`src/rtl/side_buffer_pkg.sv`:
```
// Shared flit type, side-buffer defaults and starvation FSM encodings.
// Imported by the side buffer and its starvation counter.
package side_buffer_pkg;

  localparam int WIDTH_FLIT_INT  = 32;
  localparam int SIDE_BUF_DEPTH  = 4;
  localparam int SIDE_BUF_STARVE = 2;

  typedef logic [WIDTH_FLIT_INT-1:0] flit_int_t;

  localparam logic [1:0] ST_IDLE    = 2'd0;
  localparam logic [1:0] ST_WAIT    = 2'd1;
  localparam logic [1:0] ST_STARVED = 2'd2;

  // Same AND-mask style the router uses to blank unused channels.
  function automatic flit_int_t mask_flit(input flit_int_t f, input logic v);
    return f & {WIDTH_FLIT_INT{v}};
  endfunction

endpackage

```
`src/rtl/sb_starve_ctr.sv`:
```
// Head-of-line wait tracker: saturating counter plus IDLE/WAIT/STARVED state.
// Requests a redirection once the head has waited STARVE_LIMIT cycles.
import side_buffer_pkg::*;

module sb_starve_ctr #(
  parameter int STARVE_LIMIT = SIDE_BUF_STARVE
) (
  input  logic clk,
  input  logic rst,
  input  logic i_empty,
  input  logic i_empty_next,
  input  logic i_pop,
  output logic o_redirect_req
);

  localparam int SW = $clog2(STARVE_LIMIT + 1);
  localparam logic [SW-1:0] LIMIT_C = SW'(STARVE_LIMIT);

  logic [SW-1:0] r_cnt;
  logic [SW-1:0] w_cnt_next;
  logic [1:0]    r_state;
  logic [1:0]    w_state_next;

  always_comb begin
    w_cnt_next = r_cnt;
    if (i_empty || i_pop) begin
      w_cnt_next = '0;
    end else if (r_cnt != LIMIT_C) begin
      w_cnt_next = r_cnt + SW'(1);
    end
  end

  always_comb begin
    w_state_next = r_state;
    if (i_empty_next) begin
      w_state_next = ST_IDLE;
    end else begin
      case (r_state)
        ST_IDLE:             w_state_next = ST_WAIT;
        // A pop hands the slot to a new head, whose wait starts from zero.
        ST_WAIT, ST_STARVED: w_state_next = (!i_pop && w_cnt_next == LIMIT_C) ? ST_STARVED : ST_WAIT;
        default:             w_state_next = ST_IDLE;
      endcase
    end
  end

  always_ff @(posedge clk or posedge rst) begin
    if (rst) begin
      r_cnt   <= '0;
      r_state <= ST_IDLE;
    end else begin
      r_cnt   <= w_cnt_next;
      r_state <= w_state_next;
    end
  end

  assign o_redirect_req = (r_state == ST_STARVED) && (r_cnt == LIMIT_C) && !i_empty;

endmodule

```
`src/rtl/side_buffer.sv`:
```
// MinBD side buffer: small FIFO holding flits pulled off the permutation path
// until a channel frees up, with a starvation-driven redirection request.
import side_buffer_pkg::*;

module side_buffer #(
  parameter int DEPTH        = SIDE_BUF_DEPTH,
  parameter int STARVE_LIMIT = SIDE_BUF_STARVE
) (
  input  logic                       clk,
  input  logic                       reset,
  input  logic                       wr_en,
  input  flit_int_t                  din,
  input  logic                       rd_en,
  output flit_int_t                  dout,
  output logic                       dout_valid,
  output logic                       full,
  output logic [$clog2(DEPTH+1)-1:0] count,
  output logic                       redirect_req,
  output logic                       overflow
);

  localparam int PW = $clog2(DEPTH);
  localparam int CW = $clog2(DEPTH + 1);
  localparam logic [CW-1:0] DEPTH_C = CW'(DEPTH);

  flit_int_t     r_mem [DEPTH];
  logic [PW-1:0] r_rptr;
  logic [PW-1:0] r_wptr;
  logic [CW-1:0] r_count;
  logic [CW-1:0] w_count_next;
  logic          r_overflow;
  logic          w_empty;
  logic          w_full;
  logic          w_pop;
  logic          w_push;

  assign w_empty = (r_count == '0);
  assign w_full  = (r_count == DEPTH_C);
  assign w_pop   = rd_en && !w_empty;
  // When full, a same-cycle pop frees the slot this push lands in.
  assign w_push  = wr_en && (!w_full || w_pop);

  always_comb begin
    w_count_next = r_count;
    if (w_push && !w_pop) begin
      w_count_next = r_count + CW'(1);
    end else if (w_pop && !w_push) begin
      w_count_next = r_count - CW'(1);
    end
  end

  always_ff @(posedge clk) begin
    if (w_push) begin
      r_mem[r_wptr] <= din;
    end
  end

  always_ff @(posedge clk or posedge reset) begin
    if (reset) begin
      r_rptr     <= '0;
      r_wptr     <= '0;
      r_count    <= '0;
      r_overflow <= 1'b0;
    end else begin
      if (w_push) begin
        r_wptr <= r_wptr + PW'(1);
      end
      if (w_pop) begin
        r_rptr <= r_rptr + PW'(1);
      end
      r_count <= w_count_next;
      if (wr_en && w_full && !w_pop) begin
        r_overflow <= 1'b1;
      end
    end
  end

  sb_starve_ctr #(
    .STARVE_LIMIT (STARVE_LIMIT)
  ) u_starve (
    .clk            (clk),
    .rst            (reset),
    .i_empty        (w_empty),
    .i_empty_next   (w_count_next == '0),
    .i_pop          (w_pop),
    .o_redirect_req (redirect_req)
  );

  assign dout       = mask_flit(r_mem[r_rptr], !w_empty);
  assign dout_valid = !w_empty;
  assign full       = w_full;
  assign count      = r_count;
  assign overflow   = r_overflow;

endmodule

```
`config.mk`:
```
export PLATFORM = sky130hd
export DESIGN_NAME = side_buffer
export DESIGN_NICKNAME = d
export VERILOG_FILES = /design/src/rtl/side_buffer_pkg.sv /design/src/rtl/sb_starve_ctr.sv /design/src/rtl/side_buffer.sv
export SDC_FILE = /design/constraint.sdc
export NUM_CORES = 1
export LEC_CHECK = 0
export CORE_MARGIN = 2
export CORE_UTILIZATION = 35
export CTS_BUF_LIST = sky130_fd_sc_hd__clkbuf_8
export DETAILED_ROUTE_END_ITERATION = 8
export GPL_TIMING_DRIVEN = 0
export PLACE_DENSITY = 0.57
export SETUP_SLACK_MARGIN = 0.05
export SLEW_MARGIN = 20
export SYNTH_ARGS = -nofsm -noshare
export SYNTH_HDL_FRONTEND = slang
export SYNTH_SLANG_ARGS = --single-unit
```
`constraint.sdc`:
```
create_clock -name clk -period 3.2 [get_ports clk]
set_input_delay 0.32 -clock clk [delete_from_list [all_inputs] [get_ports clk]]
set_output_delay 0.32 -clock clk [all_outputs]
set_load 0.01 [all_outputs]
```
==> reports/metrics.csv <==
stage,metric,value,unit
worst_hold_path,hp-class,in -> async,
sta,hold_violations,0,
drt,drt_iter0_drc,183,
clock_tree,cts_tree,yes,
clock_tree,cts_made_buffers,17,
power,pwr-share-comb,41.1,%
placement,routabilityCongestion,0.7677,
floorplan,die_w,131.4,um
drt,viasPerCell,4.665,
sta,fin_ws,0.2817,ns
finish,fin_util,45.56,%
sta,setup_viol,0,
power,p_leak,0.002491,uW
worst_setup_path,slowest_stage,clkdlybuf4s50_1,
finish,instances_no_fill,618,
placement,placed_cells,583,
logic_synthesis,yosysUniqueCellTypes,34,
worst_setup_path,r2r-start,count[0]$_DFF_PP0_,
power,seqPwrFrac,37.3,%
worst_setup_path,worstRegToRegCells,6,
clock_tree,cts_root_buf,clkbuf_8,
global_route,use_met2,21.99,%
clock_tree,cts_hold_buf,0,
placement,dp_slack,0.3579,ns
worst_setup_path,path_class,reg -> out,
clock_tree,cts.path.max_buffers,2,
global_route,grt_busiest_layer,met2,
status,status,finished clean,
worst_setup_path,cp_top_family,buffers and inverters,
floorplan,start_util,35.74,%
worst_setup_path,cp.required,2.88,ns
sta,skew,0.005284,ns
worst_setup_path,crit_path_max_fanout,10,
sta,max_freq,342.7,MHz
logic_synthesis,syn_inst,289,
finish,num_antenna_cells,0,
global_route,met1_usage,15.81,%
clock_tree,clkSinkCount,140,
clock_tree,clk_pin_slew_worst_paths,0.07,ns
logic_synthesis,avgSynthCellArea,19.64,sq um
clock_tree,htreeDepth,4,
floorplan,num_rows,46,
logic_synthesis,syn_nets,337,
placement,dp_hpwl,6832,um
drt,vias,2883,
placement,io_buffers,74,
global_route,grt.total_usage,13.10,%
logic_synthesis,ys_seq_elements,140,
drt,dr.pass1.iters,4,
finish,final_cell_mix,"edfxtp_1, clkdlybuf4s50_1, mux4_2, and2_1, clkbuf_8",
finish,nets,437,
power,irDropWorstVdd,0.3500,mV
worst_setup_path,crit_chain,inv_1 -> ha_2 -> nor2b_4 -> clkinvlp_4 -> clkbuf_4 -> and2_1 -> clkdlybuf4s50_1,
finish,area_delta_synth_final,27.49,%
worst_setup_path,crit_path_start_kind,flip-flop,
sta,maxSlewViolCount,0,
worst_setup_path,crit_arrival,2.60,ns
sta,rsz0062_at_grt,false,
flow_run,maxCapViolations,0,
floorplan,core_area,15890,sq um
sta,slew_headroom,64.58,%
sta,worst_hold_slack,0.2071,ns
global_route,grt_pass1_vias,3084,
worst_setup_path,crit_buf_inv,4,
drt,drc,0,
global_route,grt_pass1_wl,16860,um
logic_synthesis,ys_seq_area_share,73.00,%
worst_setup_path,reg2reg_to,r_mem[3][20]$_DFFE_PP_,
logic_synthesis,syn_area,5677,sq um
worst_setup_path,critPathMaxStageDelay,0.48,ns
worst_setup_path,critPathCaptureType,output port,
drt,avgRoutedWirePerCell,17.12,um
power,switchingPower,1994,uW
global_route,grt-ovfl-total,0,
drt,ant_nets,0,
finish,drive_gt1_share,21.64,%
power,switching_share,29.44,%
floorplan,dieHeight,131.4,um
floorplan,die_area,17250,sq um
global_route,grt_max_degree,22,
clock_tree,clock_latency,0.43,ns
worst_setup_path,ff2ff_setup_slack,0.94,ns
sta,worstMarginPinSlew,0.5313,ns
logic_synthesis,synth_warnings,0,
finish,mostFrequentLayoutCell,edfxtp_1,
power,intPower,4780,uW
floorplan,ios,75,
sta,fin_crit,2.918,ns
global_route,antenna_found_initial,0,
sta,finalSetupTns,0,ns
global_route,use_met3,3.742,%
worst_setup_path,cp.depth,7,
power,p_clk_share,21.6,%
drt,wl,10580,um
power,p_per_area,935.9,nW/um^2
sta,finalCritPeriodShare,91.20,%
-- cell type report --
class	instances	area (sq um)
Fill cell	1401	8648
Sequential cell	140	4144
Multi-Input combinational cell	121	1403
Timing Repair Buffer	81	858.3
Tap cell	216	270.3
Clock buffer	17	234.0
Clock inverter	15	180.2
Buffer	13	87.58
Inverter	15	60.06
-- metrics by stage --
step | instance area (sq um) | power, uW
after global placement | 6688 | 5278
after detailed placement | 6788 | 5373
after floorplan | 5677 | 4101
after CTS | 7208 | 6870
final | 7237 | 6773
after global routing | 7237 | 7172
-- cells by family after synthesis --
kind of cell,count (synthesis),synth area share [%]
flip-flops,140,73.00
AND/OR/NAND/NOR,57,6.590
multiplexers,34,13.05
buffers and inverters,28,2.424
AO/OA/AOI/OAI,15,1.830
adder cells (fa/ha/maj),12,2.645
XOR/XNOR,3,0.4629
-- flip-flops by register name, indices dropped and copies added (netlist names) --
register          count
r_rptr                2
r_wptr                2
r_mem               128
u_starve.r_cnt        2
u_starve.r_state      2
overflow              1
count                 3
-- per-layer routing --
layer / routed length [um] / vias up / part of all wire, %
met5: 0 / - / 0
met4: 159 / 0 / 1.5
met3: 529 / 11 / 5.0
met2: 5414 / 83 / 51
met1: 4478 / 1465 / 42
li1: - / 1324 / -
-- cells in the mapped netlist --
library cell  instances  area, sq um
o21ai_0               2        10.01
o21a_1                1        7.510
a211oi_1              1        7.510
nand3b_1              2        15.01
mux4_2               32        720.7
or2b_1                2        15.01
and2b_1               1        7.510
and3_1                2        12.51
and2_1               36        225.2
nor4b_1               1        8.760
dfrtp_1              12        300.3
nand3_1               1        5.000
nor2_1                1        3.750
a21oi_1               4        20.02
edfxtp_1            128         3844
ha_1                 12        150.1
a21o_1                1        7.510
a2bb2oi_1             1        8.760
a32oi_1               1        8.760
or4b_4                1        13.76
buf_6                 3        33.78
o21bai_1              1        7.510
xnor2_1               3        26.28
nand2b_1              2        12.51
nor3b_1               2        15.01
buf_2                 5        25.02
nand4bb_1             1        11.26
nand2_1               4        15.01
inv_1                15        56.30
clkbuf_1              4        15.01
nor2b_4               1        13.76
mux2i_1               2        20.02
a311oi_1              3        26.28
buf_4                 1        7.510
-- how the worst max path moves through the flow --
stage | from | to | slack (ns)
3_3_place_gp | rd_en | r_mem[0][14]$_DFFE_PP_ | -0.08
6_report | count[0]$_DFF_PP0_ | dout[19] | 0.28
2_1_floorplan | count[0]$_DFF_PP0_ | r_mem[0][0]$_DFFE_PP_ | 0.85
5_1_grt | count[1]$_DFF_PP0_ | dout[3] | 0.08
4_1_cts | count[0]$_DFF_PP0_ | dout[22] | 0.07
3_5_place_dp | count[0]$_DFF_PP0_ | dout[19] | 0.36
-- power groups by stage --
stage               clock network [uW]  logic (uW)  registers [uW]
floorplan                            0        1550            2560
global placement                     0        2710            2570
detailed placement                   0        2800            2570
CTS                               1510        2830            2530
global route                      1580        3030            2560
finish                            1460        2780            2530
-- what timing repair did --
item                                   CTS  global route
endpoints found under the hold margin    0             0
buffers inserted                         0             3
resized for setup                        4             3
pin swaps                                0             0
setup endpoints to repair               29            29
Note: power is estimated with default switching activity, not from simulation.
